==> src/rtl/catch_game_ctl.sv <==
// Game sequencer for the catch-sack game: START/PLAY/END flow, spawn placement,
// catch/miss judgement, score and lives bookkeeping. Single pclk domain.
module catch_game_ctl #(
  parameter int BASKET_Y    = 530,
  parameter int BASKET_W    = 48,
  parameter int OBJ_W       = 48,
  parameter int OBJ_H       = 64,
  parameter int SPAWN_MIN   = 100,
  parameter int SPAWN_RANGE = 600,
  parameter int SPAWN_DELAY = 30,
  parameter int LIVES       = 3,
  parameter int SCORE_MAX   = 9999
) (
  input  logic        pclk,
  input  logic        rst,
  input  logic        vsync,
  input  logic        mouse_left,
  input  logic        mouse_right,
  input  logic [11:0] basket_x,
  input  logic [11:0] obj_x,
  input  logic [11:0] obj_y,
  input  logic        fall_done,
  output logic [1:0]  state_out,
  output logic        fall_on,
  output logic [11:0] spawn_x,
  output logic [15:0] score,
  output logic [1:0]  lives,
  output logic        catch_pulse,
  output logic        miss_pulse
);

  localparam logic [1:0] S_START = 2'd0;
  localparam logic [1:0] S_SPAWN = 2'd1;
  localparam logic [1:0] S_FALL  = 2'd2;
  localparam logic [1:0] S_OVER  = 2'd3;

  localparam logic [1:0] OUT_START = 2'b01;
  localparam logic [1:0] OUT_PLAY  = 2'b11;
  localparam logic [1:0] OUT_END   = 2'b10;

  localparam int CNT_W = $clog2(SPAWN_DELAY + 1);

  logic [1:0]       state;
  logic [CNT_W-1:0] frame_cnt;
  logic [15:0]      lfsr;

  logic left_s1, left_s2, left_d, left_click;
  logic right_s1, right_s2, right_d, right_click;
  logic vsync_d, tick;

  // Mouse buttons come from another clock domain: 2-FF sync, then a registered
  // rising-edge detect so a held button yields a single click.
  // NOTE: sequential state uses non-blocking assignments so every flop samples
  // pre-edge values; blocking here would collapse the synchronizer stages.
  always_ff @(posedge pclk or posedge rst) begin
    if (rst) begin
      left_s1     <= 1'b0;
      left_s2     <= 1'b0;
      left_d      <= 1'b0;
      left_click  <= 1'b0;
      right_s1    <= 1'b0;
      right_s2    <= 1'b0;
      right_d     <= 1'b0;
      right_click <= 1'b0;
      vsync_d     <= 1'b0;
      tick        <= 1'b0;
      lfsr        <= 16'hACE1;
    end else begin
      left_s1     <= mouse_left;
      left_s2     <= left_s1;
      left_d      <= left_s2;
      left_click  <= left_s2 & ~left_d;
      right_s1    <= mouse_right;
      right_s2    <= right_s1;
      right_d     <= right_s2;
      right_click <= right_s2 & ~right_d;
      vsync_d     <= vsync;
      tick        <= vsync & ~vsync_d;
      lfsr        <= {lfsr[14:0], lfsr[15] ^ lfsr[13] ^ lfsr[12] ^ lfsr[10]};
    end
  end

  logic [9:0]  off_raw;
  logic [9:0]  off;
  logic [11:0] cand_x;
  logic [12:0] obj_bottom;
  logic        vertical, horizontal, hit;

  // NOTE: every signal driven here gets a value on every path, so no latches.
  always_comb begin
    off_raw    = lfsr[9:0];
    off        = (off_raw > 10'(SPAWN_RANGE)) ? off_raw - 10'(SPAWN_RANGE) - 10'd1 : off_raw;
    cand_x     = 12'(SPAWN_MIN) + {2'b00, off};
    obj_bottom = {1'b0, obj_y} + 13'(OBJ_H);
    vertical   = obj_bottom >= 13'(BASKET_Y);
    horizontal = (({1'b0, obj_x} + 13'(OBJ_W)) > {1'b0, basket_x}) &&
                 (({1'b0, basket_x} + 13'(BASKET_W)) > {1'b0, obj_x});
    hit        = vertical && horizontal;
  end

  always_ff @(posedge pclk or posedge rst) begin
    if (rst) begin
      state       <= S_START;
      state_out   <= OUT_START;
      fall_on     <= 1'b0;
      spawn_x     <= 12'd400;
      score       <= 16'd0;
      lives       <= 2'(LIVES);
      catch_pulse <= 1'b0;
      miss_pulse  <= 1'b0;
      frame_cnt   <= '0;
    end else begin
      catch_pulse <= 1'b0;
      miss_pulse  <= 1'b0;
      case (state)
        S_START: begin
          score <= 16'd0;
          lives <= 2'(LIVES);
          if (left_click) begin
            spawn_x   <= cand_x;
            frame_cnt <= '0;
            state     <= S_SPAWN;
            state_out <= OUT_PLAY;
          end
        end
        S_SPAWN: begin
          if (tick) begin
            if (frame_cnt == CNT_W'(SPAWN_DELAY - 1)) begin
              state   <= S_FALL;
              fall_on <= 1'b1;
            end else begin
              frame_cnt <= frame_cnt + 1'b1;
            end
          end
        end
        S_FALL: begin
          if (fall_done) begin
            fall_on <= 1'b0;
            if (hit) begin
              catch_pulse <= 1'b1;
              if (score < 16'(SCORE_MAX)) score <= score + 16'd1;
              spawn_x   <= cand_x;
              frame_cnt <= '0;
              state     <= S_SPAWN;
            end else begin
              miss_pulse <= 1'b1;
              lives      <= lives - 2'd1;
              if (lives == 2'd1) begin
                state     <= S_OVER;
                state_out <= OUT_END;
              end else begin
                spawn_x   <= cand_x;
                frame_cnt <= '0;
                state     <= S_SPAWN;
              end
            end
          end
        end
        default: begin
          if (right_click) begin
            score     <= 16'd0;
            lives     <= 2'(LIVES);
            state     <= S_START;
            state_out <= OUT_START;
          end
        end
      endcase
    end
  end

endmodule
==> config.mk <==
export PLATFORM = sky130hd
export DESIGN_NAME = catch_game_ctl
export DESIGN_NICKNAME = d
export VERILOG_FILES = /design/src/rtl/catch_game_ctl.sv
export SDC_FILE = /design/constraint.sdc
export NUM_CORES = 1
export LEC_CHECK = 0
export BUFFER_PORTS_ARGS = -buffer_cell sky130_fd_sc_hd__buf_2
export CAP_MARGIN = 15
export CORE_UTILIZATION = 59
export CTS_CLUSTER_DIAMETER = 50
export DETAILED_ROUTE_END_ITERATION = 8
export PLACE_DENSITY_LB_ADDON = 0.08
export SYNTH_ARGS = -nofsm -noshare
export SYNTH_HDL_FRONTEND = slang
export SYNTH_SLANG_ARGS = --single-unit
export TNS_END_PERCENT = 20
==> constraint.sdc <==
create_clock -name pclk -period 5.43 [get_ports pclk]
set_clock_uncertainty 0.1 [all_clocks]
set_input_delay 0.543 -clock pclk [delete_from_list [all_inputs] [get_ports pclk]]
set_output_delay 0.543 -clock pclk [all_outputs]
set_load 0.02 [all_outputs]
==> run summary, run 1 <==
=================================================================================
Run status ......................................................... complete, no violations
Pins over their slew limit .........................................            0
Post-synthesis cell area ...........................................   4240 sq um
Number of warnings reported in the yosys synthesis log .............            0
Post-CTS setup buffer count ........................................            0
Final-layout setup total negative slack ............................         0 ns
Depth of the most critical reg-to-reg path .........................           13
Kind of capture point of the worst setup path ......................         flop
# setup viols final ................................................            0
Number of buffers inserted by port buffering .......................           74
Count of maximum capacitance violations ............................            0
HPWL Detailed ......................................................      6.46 mm
Post_cts resized ...................................................            0
Total number of placement rows .....................................           30
Antenna-violating nets left ........................................            0
Peak supply drop ...................................................   0.000214 V
Proportion of layout cells with a drive suffix above 1 .............        0.272
Crit path arrival time .............................................      4.04 ns
Worst slew pin tran ................................................     0.939 ns
Number of buffers inserted by hold repair at cts ...................            0
Highest clock rate .................................................    0.256 GHz
TritonCTS clock tree ...............................................          yes
Internal power consumption .........................................       955 uW
Core Footprint .....................................................   6870 sq um
Inserted Clock Buffers .............................................            9
Number of distinct library cells after synthesis ...................           68
Beginning of the worst register-to-register path ...................      lfsr[0]
Largest area contributor in the netlist ............................ sky130_fd_sc_hd__dfrtp_1
Share of power burned in the clock network .........................        0.280
Root Buffer ........................................................ sky130_fd_sc_hd__clkbuf_8
DRC viols ..........................................................            0
Highest fanout seen on the critical path ...........................           14
Cell depth of the worst min-delay path .............................            1
Post-synthesis area per instance ...................................   9.73 sq um
Final period utilization ...........................................        0.720
Min-Delay Path Class ............................................... input port to flop
Worst reg2reg path endpoint ........................................   spawn_x[8]
Post-synthesis sequential element count ............................           67
DR vias/cell .......................................................         5.83
Pwr Density ........................................................  306 nW/um^2
Static Leakage .....................................................      2.39 nW
Type of the setup path with the least slack ........................ input port to flop
Final #Nets ........................................................          584
Gate power share ...................................................        0.299
Area Growth Syn to Fin .............................................        14.9%
Unrepaired setup endpoints after global routing ....................           no
Pin count of the biggest net entering global routing ...............           68
CTS sink count .....................................................           67
Number of H-tree levels ............................................            3
Maximum count of clock buffers along a single path .................            2
Startpoint class of the critical path ..............................   input port
Register share of total power ......................................        0.421
Top_reg_cell synth ................................................. sky130_fd_sc_hd__dfrtp_1
Effective utilization at floorplan .................................        0.618
Clock latency on the worst-skew pair ...............................      0.35 ns
Vias in the first global route .....................................         3265
Final total power ..................................................      1.49 mW
Die X-Extent ....................................................... 86.8 microns
Switching share of total power .....................................        0.360
Antenna violations before repair ...................................            0
NetSw ..............................................................       537 uW
Number of placed I/O pins ..........................................           77
Total congestion overflow ..........................................            0
Most used cells in the layout excluding fill and tap cells ......... sky130_fd_sc_hd__buf_2, sky130_fd_sc_hd__dfrtp_1, sky130_fd_sc_hd__inv_1
DR WL/cell ......................................................... 14.4 microns
Sequential element share of the synthesized area ...................        0.399
Via total after detailed routing ...................................         3557
Origin of the worst min-delay path .................................  mouse_right
Min Clock Period, post-route .......................................      3.91 ns
Overall global routing resource usage ..............................        0.250
Most common library cell in the layout ignoring fill and taps ...... sky130_fd_sc_hd__buf_2
Drt initial violations .............................................          172
End of the worst hold path .........................................     right_s1
Worst max-slew margin expressed relative to the limit ..............        0.369
First-pass GRT wire length .........................................      14.6 mm
DIE AREA ...........................................................   7530 sq um
Asr flop ratio synth ...............................................         1.00
Flop-to-flop setup slack ...........................................      2.25 ns
DRT Pass-1 Iters ...................................................            5
Worst EP required ..................................................      5.56 ns
Die height ......................................................... 86.8 microns
Number of flops mapped to enable cells by yosys ....................            0
Final Hold Viols ...................................................            0
Area share of the largest cell type after synthesis ................        0.313
GP Congestion ......................................................        0.838
Routed WL ..........................................................      8.78 mm
Main area contributors after synthesis ............................. sky130_fd_sc_hd__dfrtp_1, sky130_fd_sc_hd__ha_1, sky130_fd_sc_hd__dfstp_2
Register clock-pin slew on the reported worst setup and hold paths .      0.08 ns
Syn nets ...........................................................          511
Count of mapped cells out of synthesis .............................          436
Antenna diode count ................................................            0
=================================================================================
cell usage after synthesis, types with 3 or more instances:
cell,n
sky130_fd_sc_hd__dfrtp_1,53
sky130_fd_sc_hd__inv_1,40
sky130_fd_sc_hd__ha_1,33
sky130_fd_sc_hd__nand2_1,24
sky130_fd_sc_hd__o21ai_0,22
sky130_fd_sc_hd__xnor2_1,21
sky130_fd_sc_hd__nor2_1,20
sky130_fd_sc_hd__a21oi_1,17
sky130_fd_sc_hd__dfstp_2,14
sky130_fd_sc_hd__nand3_1,13
sky130_fd_sc_hd__and3_1,12
sky130_fd_sc_hd__mux2_2,10
sky130_fd_sc_hd__nor3_1,10
sky130_fd_sc_hd__clkbuf_1,9
sky130_fd_sc_hd__nand2b_1,9
sky130_fd_sc_hd__nor2b_1,9
sky130_fd_sc_hd__a211oi_1,6
sky130_fd_sc_hd__a31o_2,6
sky130_fd_sc_hd__o21a_1,6
sky130_fd_sc_hd__xor2_1,6
sky130_fd_sc_hd__a31oi_1,5
sky130_fd_sc_hd__mux2i_1,5
sky130_fd_sc_hd__nand4_1,5
sky130_fd_sc_hd__o31ai_1,5
sky130_fd_sc_hd__or3_1,5
sky130_fd_sc_hd__a21o_1,4
sky130_fd_sc_hd__and4_1,4
sky130_fd_sc_hd__o2111ai_1,4
sky130_fd_sc_hd__o211a_1,4
sky130_fd_sc_hd__a211o_1,3
sky130_fd_sc_hd__and2_2,3
sky130_fd_sc_hd__o211ai_1,3
power by group through the flow:
stage / sequential (mW) / clock (mW) / combinational, mW
final: 0.628 / 0.418 / 0.446
after global routing: 0.637 / 0.443 / 0.495
after CTS: 0.627 / 0.425 / 0.447
after detailed placement: 0.636 / 0 / 0.444
after global placement: 0.631 / 0 / 0.430
after floorplan: 0.635 / 0 / 0.335
worst max-delay path, stage by stage:
cell and delay, ns:
sky130_fd_sc_hd__buf_2 0.08, sky130_fd_sc_hd__inv_1 0.06, sky130_fd_sc_hd__ha_1 0.22, sky130_fd_sc_hd__nor2b_1 0.32
sky130_fd_sc_hd__nand4_1 0.16, sky130_fd_sc_hd__xnor2_1 0.16, sky130_fd_sc_hd__ha_1 0.29, sky130_fd_sc_hd__nand3_1 0.10
sky130_fd_sc_hd__a311oi_1 0.35, sky130_fd_sc_hd__o21ai_0 0.15, sky130_fd_sc_hd__o2111ai_1 0.15, sky130_fd_sc_hd__nand4_2 0.38
sky130_fd_sc_hd__a311oi_2 0.44, sky130_fd_sc_hd__buf_4 0.27, sky130_fd_sc_hd__mux2_2 0.36
metrics by stage:
step / util / hold WS [ns] / setup slack (ns) / instance area, sq um / instances
2_1_floorplan: - / 0.231 / 1.87 / 4240 / 436
3_3_place_gp: 0.681 / 0.232 / 1.26 / 4680 / 594
3_5_place_dp: 0.681 / 0.236 / 1.17 / 4680 / 594
4_1_cts: 0.710 / 0.186 / 1.53 / 4880 / 610
5_1_grt: 0.710 / 0.182 / 1.23 / 4880 / 610
6_report: 0.710 / 0.199 / 1.52 / 4880 / 610
cells by family (layout without fill, tap and decap cells):
logic type               after synthesis  in the layout  synth area share
XOR/XNOR                              27             27            0.0557
other                                  1              1          0.000884
flip-flops                            67             67             0.399
buffers and inverters                 54            132            0.0519
AO/OA/AOI/OAI                        110            110             0.188
adder cells (fa/ha/maj)               33             33            0.0973
AND/OR/NAND/NOR                      128            128             0.166
multiplexers                          16             16            0.0410
layer usage:
metal | up-vias | GRT usage | share of wire
met5 | - | 0 | 0
met4 | 0 | 0.108 | 0.021
met3 | 22 | 0.0429 | 0.056
met2 | 127 | 0.407 | 0.48
met1 | 1686 | 0.328 | 0.45
li1 | 1722 | - | -
how the worst max path moves through the flow:
| stage | start | end | slack [ns] |
|---|---|---|---|
| floorplan | obj_x[4] | spawn_x[1] | 1.87 |
| global placement | basket_x[4] | spawn_x[3] | 1.26 |
| detailed placement | basket_x[4] | spawn_x[3] | 1.17 |
| CTS | basket_x[4] | spawn_x[3] | 1.53 |
| global route | basket_x[4] | spawn_x[3] | 1.23 |
| finish | basket_x[4] | spawn_x[3] | 1.52 |
flip-flops by register name (all words and copies together), names as in the netlist, 2 cells and up:
name       count
lfsr          16
score         16
spawn_x       11
frame_cnt      5
lives          2
state          2
state_out      2
final cells by class:
cell class / instances / area, sq um
Sequential cell: 67 / 1690
Clock inverter: 7 / 73.8
Timing Repair Buffer: 76 / 385
Inverter: 40 / 150
Clock buffer: 9 / 124
Tap cell: 96 / 120
Fill cell: 550 / 1990
Multi-Input combinational cell: 315 / 2330
Power figures use the tool's default switching activity.
==> inputs of run 2 (changes only) <==
Settings changed: ABC_AREA set to 1, CORE_UTILIZATION 59 to 52.
Clock period 5.43 ns to 3.53 ns, I/O delays scaled along.
==> run summary, run 2 <==
=================================================================================
Main area contributors after synthesis ............................. sky130_fd_sc_hd__dfrtp_1, sky130_fd_sc_hd__nand2_1, sky130_fd_sc_hd__ha_1   was sky130_fd_sc_hd__dfrtp_1, sky130_fd_sc_hd__ha_1, sky130_fd_sc_hd__dfstp_2
Most used cells in the layout excluding fill and tap cells ......... sky130_fd_sc_hd__nand2_1, sky130_fd_sc_hd__inv_1, sky130_fd_sc_hd__buf_2   was sky130_fd_sc_hd__buf_2, sky130_fd_sc_hd__dfrtp_1, sky130_fd_sc_hd__inv_1
Ordered list of cells on the worst path ............................ inv_1 > ha_1 > nand2_1 > nor2_1 > nand2_1 > nand3_2 > o21ai_2 > inv_1 > ha_1 > nand3_1 > nand3_1 > nand2_1 > nand2_1 > nand2_1 > nand3_1 > nand2_1   was buf_2 > inv_1 > ha_1 > nor2b_1 > nand4_1 > xnor2_1 > ha_1 > nand3_1 > a311oi_1 > o21ai_0 > o2111ai_1 > nand4_2 > a311oi_2 > buf_4 > mux2_2
# setup viols final ................................................            0   unchanged
Min Clock Period, post-route .......................................      2.67 ns
Cell with the most instances on the worst path ..................... sky130_fd_sc_hd__nand2_1   was sky130_fd_sc_hd__ha_1
Startpoint class of the critical path ..............................         flop   was input port
TritonCTS clock tree ...............................................          yes   unchanged
DR WL/cell ......................................................... 11.4 microns   was 14.4 microns
Sequential element share of the synthesized area ...................        0.371   was 0.399
Antenna violations before repair ...................................            0   unchanged
GP Congestion ......................................................        0.890   was 0.838
Antenna-violating nets left ........................................            0   unchanged
Type of the setup path with the least slack ........................ flop to flop   was input port to flop
Largest area contributor in the netlist ............................ sky130_fd_sc_hd__dfrtp_1   unchanged
Critical-path cell with the highest stage delay .................... sky130_fd_sc_hd__dfstp_2   was sky130_fd_sc_hd__a311oi_2
End of the worst hold path .........................................      vsync_d   was right_s1
Cell family with the largest share of critical-path delay .......... simple AND/OR/NAND/NOR gates   was compound AO/OA/AOI/OAI gates
Area Growth Syn to Fin .............................................        14.4%   was 14.9%
Antenna diode count ................................................            0   unchanged
Final period utilization ...........................................        0.757
Highest fanout seen on the critical path ...........................           12   was 14
Effective utilization at floorplan .................................        0.547   was 0.618
Total congestion overflow ..........................................            0   unchanged
Post-layout instance area ..........................................   5220 sq um   was 4880 sq um
Post-synthesis cell area ...........................................   4570 sq um   was 4240 sq um
Register clock-pin slew on the reported worst setup and hold paths .      0.08 ns   about the same
DP Area ............................................................   5010 sq um   was 4680 sq um
Die X-Extent ....................................................... 95.7 microns   was 86.8 microns
Run status ......................................................... complete, no violations   unchanged
Depth of the most critical reg-to-reg path .........................           16   was 13
Via total after detailed routing ...................................         3926   was 3557
Cell depth of the worst min-delay path .............................            1   unchanged
Largest registers ranked by flip-flop count ........................ lfsr: 16 flops, score: 16 flops, spawn_x: 11 flops   unchanged
Count of mapped cells out of synthesis .............................          606   was 436
Unrepaired setup endpoints after global routing ....................           no   unchanged
Root Buffer ........................................................ sky130_fd_sc_hd__clkbuf_8   unchanged
Critical path startpoint ...........................................      lfsr[0]   was basket_x[4]
DR vias/cell .......................................................         4.92   was 5.83
Count of maximum capacitance violations ............................            0   unchanged
DRC viols ..........................................................            0   unchanged
Flop-to-flop setup slack ...........................................      0.86 ns   was 2.25 ns
Number of buffers inserted by port buffering .......................           74   unchanged
Min-Delay Path Class ............................................... input port to flop   unchanged
Asr flop ratio synth ...............................................         1.00   unchanged
Share of the core filled with cells ................................        0.626   was 0.710
Worst slew pin tran ................................................     0.578 ns   was 0.939 ns
Static Leakage .....................................................      2.96 nW   was 2.39 nW
First-pass GRT wire length .........................................      15.9 mm   was 14.6 mm
Pins over their slew limit .........................................            0   unchanged
DRT Pass-1 Iters ...................................................            5   unchanged
Area share of the largest cell type after synthesis ................        0.290   was 0.313
Pin count of the biggest net entering global routing ...............           40   was 68
Crit path arrival time .............................................      2.85 ns   was 4.04 ns
Worst reg2reg path endpoint ........................................   spawn_x[8]   unchanged
Number of distinct library cells after synthesis ...................           40   was 68
Die height ......................................................... 95.7 microns   was 86.8 microns
Top_reg_cell synth ................................................. sky130_fd_sc_hd__dfrtp_1   unchanged
Post-synthesis sequential element count ............................           67   unchanged
Post_cts resized ...................................................            0   unchanged
Syn nets ...........................................................          681   was 511
Worst EP required ..................................................      3.71 ns   was 5.56 ns
Final-layout setup total negative slack ............................         0 ns   unchanged
Number of placed I/O pins ..........................................           77   unchanged
Clock latency on the worst-skew pair ...............................      0.34 ns   was 0.35 ns
DIE AREA ...........................................................   9160 sq um   was 7530 sq um
Routed WL ..........................................................      9.09 mm   was 8.78 mm
Most frequent cells after synthesis ................................ sky130_fd_sc_hd__nand2_1, sky130_fd_sc_hd__inv_1, sky130_fd_sc_hd__nand3_1   was sky130_fd_sc_hd__dfrtp_1, sky130_fd_sc_hd__inv_1, sky130_fd_sc_hd__ha_1
Post-CTS setup buffer count ........................................            0   unchanged
HPWL Detailed ......................................................      7.02 mm   was 6.46 mm
Final #Nets ........................................................          763   was 584
Most common library cell in the layout ignoring fill and taps ...... sky130_fd_sc_hd__nand2_1   was sky130_fd_sc_hd__buf_2
Pwr Density ........................................................  474 nW/um^2   was 306 nW/um^2
Number of warnings reported in the yosys synthesis log .............            0   unchanged
Vias in the first global route .....................................         3731   was 3265
Final Hold Viols ...................................................            0   unchanged
Number of H-tree levels ............................................            3   unchanged
Worst max-slew margin expressed relative to the limit ..............        0.614   was 0.369
Peak per-stage delay on the critical path ..........................      0.54 ns   was 0.44 ns
CTS sink count .....................................................           67   unchanged
Number of flops mapped to enable cells by yosys ....................            0   unchanged
Total number of placement rows .....................................           33   was 30
Highest clock rate .................................................    0.374 GHz
Core Footprint .....................................................   8340 sq um   was 6870 sq um
Inserted Clock Buffers .............................................            9   unchanged
Filler cells .......................................................          786   was 550
Post-synthesis area per instance ...................................   7.53 sq um   was 9.73 sq um
Proportion of layout cells with a drive suffix above 1 .............        0.231   was 0.272
Origin of the worst min-delay path .................................        vsync   was mouse_right
Kind of capture point of the worst setup path ......................         flop   unchanged
Maximum count of clock buffers along a single path .................            2   unchanged
Cell with the most instances after synthesis ....................... sky130_fd_sc_hd__nand2_1   was sky130_fd_sc_hd__dfrtp_1
Overall global routing resource usage ..............................        0.220   was 0.250
Peak supply drop ...................................................   0.000377 V   was 0.000214 V
Beginning of the worst register-to-register path ...................      lfsr[0]   unchanged
Drt initial violations .............................................          124   was 172
WP buf/inv .........................................................            2   was 3
=================================================================================
[run 2: cell types whose count changed in the layout (fill, tap and decap cells not counted), moves of 7 or more]
cell	before	now
sky130_fd_sc_hd__nand2_2	0	11
sky130_fd_sc_hd__nand3_1	13	62
sky130_fd_sc_hd__inv_1	39	96
sky130_fd_sc_hd__mux2_2	10	0
sky130_fd_sc_hd__and3_1	12	0
sky130_fd_sc_hd__nor2b_1	9	0
sky130_fd_sc_hd__nand2b_1	9	0
sky130_fd_sc_hd__xnor2_1	21	5
sky130_fd_sc_hd__o21ai_0	22	15
sky130_fd_sc_hd__o21ai_2	0	15
sky130_fd_sc_hd__xor2_1	6	14
sky130_fd_sc_hd__nor2_1	20	45
sky130_fd_sc_hd__nand2_1	24	158
[run 2: through the flow]
step / cells / hold slack, ns / worst slack, ns / total power [mW]
detailed placement: 779 / 0.237 / 0.545 / 1.94
floorplan: 606 / 0.231 / 0.974 / 1.77
global placement: 779 / 0.234 / 0.565 / 1.91
global route: 798 / 0.00604 / 0.636 / 2.68
finish: 798 / 0.0364 / 0.858 / 2.48
CTS: 798 / 0.0109 / 0.885 / 2.52
[run 2: how the worst max path moves through the flow]
| stage | end | cells after the start |
|---|---|---|
| 2_1_floorplan | score[3] | 18 |
| 3_3_place_gp | score[11] | 21 |
| 3_5_place_dp | spawn_x[9] | 20 |
| 4_1_cts | spawn_x[8] | 16 |
| 5_1_grt | spawn_x[7] | 20 |
| 6_report | spawn_x[8] | 16 |
[run 2: area by class of cell]
| cell class | instances | area (sq um) | share of cell area |
|---|---|---|---|
| Multi-Input combinational cell | 427 | 2410 | 0.461 |
| Timing Repair Buffer | 80 | 423 | 0.0810 |
| Clock inverter | 6 | 41.3 | 0.00791 |
| Inverter | 103 | 387 | 0.0740 |
| Tap cell | 105 | 131 | 0.0252 |
| Clock buffer | 10 | 138 | 0.0264 |
| Sequential cell | 67 | 1690 | 0.324 |
[run 2: timing repair]
action | in CTS | in global routing
endpoints found under the setup margin | 0 | 0
hold endpoints to repair | 25 | 0
hold buffers | 3 | 0
[run 2: power by group]
part	total (mW)	switching [mW]	leakage, nW	internal [mW]
sequential	0.923	0.0619	0.849	0.861
combinational	0.991	0.685	2.03	0.306
clock	0.563	0.291	0.0843	0.272
total	2.48	1.04	2.96	1.44
[run 2: kinds of logic after synthesis]
group / count (synthesis) / synth area share
adder cells (fa/ha/maj): 33 / 0.0904
buffers and inverters: 112 / 0.102
flip-flops: 67 / 0.371
AND/OR/NAND/NOR: 314 / 0.316
AO/OA/AOI/OAI: 60 / 0.0839
XOR/XNOR: 19 / 0.0364
other: 1 / 0.000821
[run 2: metal layers]
layer  global-route usage  wire, microns
met1                0.283           4520
met2                0.371           4200
met3               0.0506            296
met4               0.0634             80
met5                    0              0
==> inputs of run 3 (changes only) <==
Settings changed: ABC_AREA 1 to 0, CORE_UTILIZATION 52 to 51.
Clock period 3.53 ns to 2.2 ns, I/O delays scaled along.
==> run summary, run 3 (synthesis gave the netlist of run 1 again) <==
=================================================================================
Largest registers ranked by flip-flop count ........................ lfsr: 16 flops, score: 16 flops, spawn_x: 11 flops   unchanged
Number of placed I/O pins ..........................................           77   unchanged
DP Area ............................................................   5410 sq um   was 5010 sq um
Vias in the first global route .....................................         3833   was 3731
Count of maximum capacitance violations ............................            0   unchanged
Antenna violations before repair ...................................            0   unchanged
Worst EP required ..................................................      2.32 ns   was 3.71 ns
Register clock-pin slew on the reported worst setup and hold paths .      0.08 ns   about the same
Overall global routing resource usage ..............................        0.251   was 0.220
Drt initial violations .............................................          124   unchanged
Clock latency on the worst-skew pair ...............................      0.34 ns   about the same
Min Clock Period, post-route .......................................      2.95 ns
Peak supply drop ...................................................   0.000639 V   was 0.000377 V
Die X-Extent ....................................................... 93.2 microns   was 95.7 microns
Area Growth Syn to Fin .............................................        41.1%   was 14.4%
Pin count of the biggest net entering global routing ...............           46   was 40
Antenna-violating nets left ........................................            0   unchanged
Final total power ..................................................      4.06 mW   was 2.48 mW
Worst max-slew margin expressed relative to the limit ..............        0.629   was 0.614
Type of the setup path with the least slack ........................ input port to flop   was flop to flop
GP Congestion ......................................................        0.837   was 0.890
Effective utilization at floorplan .................................        0.538   was 0.547
Inserted Clock Buffers .............................................            9   unchanged
Pins over their slew limit .........................................            0   unchanged
Via total after detailed routing ...................................         3952   was 3926
Core Footprint .....................................................   7890 sq um   was 8340 sq um
End of the worst hold path ......................................... state_out[0]   was vsync_d
Violated checks .................................................... negative setup slack
Antenna diode count ................................................            0   unchanged
Highest clock rate .................................................    0.339 GHz
Min-Delay Path Class ............................................... input port to flop   unchanged
Worst reg2reg path endpoint ........................................   spawn_x[8]   unchanged
Maximum count of clock buffers along a single path .................            2   unchanged
Final #Nets ........................................................          687   was 763
# setup viols final ................................................           39   was 0
Crit path arrival time .............................................      3.07 ns   was 2.85 ns
Beginning of the worst register-to-register path ...................      lfsr[0]   unchanged
Kind of capture point of the worst setup path ......................         flop   unchanged
Number of buffers inserted by port buffering .......................           74   unchanged
Most used cells in the layout excluding fill and tap cells ......... sky130_fd_sc_hd__buf_4, sky130_fd_sc_hd__buf_2, sky130_fd_sc_hd__dfrtp_1   was sky130_fd_sc_hd__nand2_1, sky130_fd_sc_hd__inv_1, sky130_fd_sc_hd__buf_2
Static Leakage .....................................................      2.98 nW   was 2.96 nW
Cell depth of the worst min-delay path .............................            2   was 1
Min Hold Slack .....................................................    0.0325 ns   was 0.0364 ns
Final Hold Viols ...................................................            0   unchanged
Pwr Density ........................................................  678 nW/um^2   was 474 nW/um^2
Root Buffer ........................................................ sky130_fd_sc_hd__clkbuf_8   unchanged
Final period utilization ...........................................         1.34
CTS sink count .....................................................           67   unchanged
HPWL Detailed ......................................................      7.76 mm   was 7.02 mm
Total number of placement rows .....................................           32   was 33
Number of H-tree levels ............................................            3   unchanged
Worst slew pin tran ................................................     0.551 ns   was 0.578 ns
Flop-to-flop setup slack ...........................................     -0.52 ns   was 0.86 ns
Total congestion overflow ..........................................            0   unchanged
Unrepaired setup endpoints after global routing ....................          yes   was no
Most common library cell in the layout ignoring fill and taps ...... sky130_fd_sc_hd__buf_4   was sky130_fd_sc_hd__nand2_1
Fin cells ..........................................................          719   was 798
Worst setup margin .................................................    -0.747 ns   was 0.858 ns
Highest fanout seen on the critical path ...........................            6   was 12
Origin of the worst min-delay path .................................    fall_done   was vsync
TritonCTS clock tree ...............................................          yes   unchanged
DRT Pass-1 Iters ...................................................            4   was 5
Proportion of layout cells with a drive suffix above 1 .............        0.431   was 0.231
Routed WL ..........................................................      10.6 mm   was 9.09 mm
Final-layout setup total negative slack ............................    -21.92 ns   was 0 ns
DR vias/cell .......................................................         5.50   was 4.92
Die height ......................................................... 93.2 microns   was 95.7 microns
Cell Count Post-Placement ..........................................          688   was 779
DRC viols ..........................................................            0   unchanged
Startpoint class of the critical path ..............................   input port   was flop
Depth of the most critical reg-to-reg path .........................           13   was 16
DR WL/cell ......................................................... 14.7 microns   was 11.4 microns
Post-layout instance area ..........................................   5990 sq um   was 5220 sq um
First-pass GRT wire length .........................................      17.3 mm   was 15.9 mm
DIE AREA ...........................................................   8690 sq um   was 9160 sq um
Run status ......................................................... finished with violations   was complete, no violations
=================================================================================
==> run 3: layout make-up <==
| cell class | instances | area [sq um] |
|---|---|---|
| clock buffer | 11 | 141 |
| multi-input combinational | 315 | 2510 |
| tap | 102 | 128 |
| sequential | 67 | 1690 |
| inverter | 40 | 170 |
| clock inverter | 5 | 60.1 |
| timing repair buffer | 179 | 1280 |
| fill | 576 | 1900 |
==> run 3: critical path: stages <==
cell and delay [ns]:
sky130_fd_sc_hd__buf_12 0.09, sky130_fd_sc_hd__inv_12 0.03, sky130_fd_sc_hd__ha_4 0.14, sky130_fd_sc_hd__or3_4 0.33
sky130_fd_sc_hd__xnor2_2 0.14, sky130_fd_sc_hd__ha_1 0.31, sky130_fd_sc_hd__nand2_2 0.06, sky130_fd_sc_hd__or3_4 0.34
sky130_fd_sc_hd__a31o_4 0.21, sky130_fd_sc_hd__o211ai_1 0.13, sky130_fd_sc_hd__nand4_2 0.19, sky130_fd_sc_hd__a311oi_4 0.39
sky130_fd_sc_hd__buf_6 0.20, sky130_fd_sc_hd__mux2_4 0.30
==> run 3: where the power goes <==
part / leakage, nW / total [mW] / internal, mW / switching, mW
logic: 2.06 / 1.49 / 0.696 / 0.795
registers: 0.822 / 1.51 / 1.38 / 0.135
clock network: 0.100 / 1.05 / 0.561 / 0.491
total: 2.98 / 4.06 / 2.64 / 1.42
==> run 3: repair_timing <==
item,in CTS,in global routing
pin swaps,9,18
cloned,1,0
hold buffers,4,0
gates resized for setup,29,29
hold endpoints to repair,22,0
setup buffers,6,4
setup endpoints to repair,39,39
==> run 3: worst max path at each step <==
stage,startpoint,end
after detailed placement,basket_x[5],spawn_x[8]
after floorplan,obj_x[5],spawn_x[0]
final,obj_x[5],spawn_x[0]
after global routing,obj_x[5],spawn_x[1]
after global placement,obj_x[5],spawn_x[3]
after CTS,obj_x[5],spawn_x[0]
==> run 3: metrics by stage <==
step                setup WS [ns]   util
floorplan                  -0.884      -
global placement            -1.13  0.686
detailed placement          -1.27  0.686
CTS                        -0.779  0.737
global route               -0.851  0.759
finish                     -0.747  0.759
==> run 3: per-layer routing <==
metal	vias to the layer above	routed length, microns	GRT usage
met2	92	5330	0.450
met4	0	162	0.0667
li1	1935	-	-
met3	18	343	0.0455
met5	-	0	0
met1	1907	4770	0.310
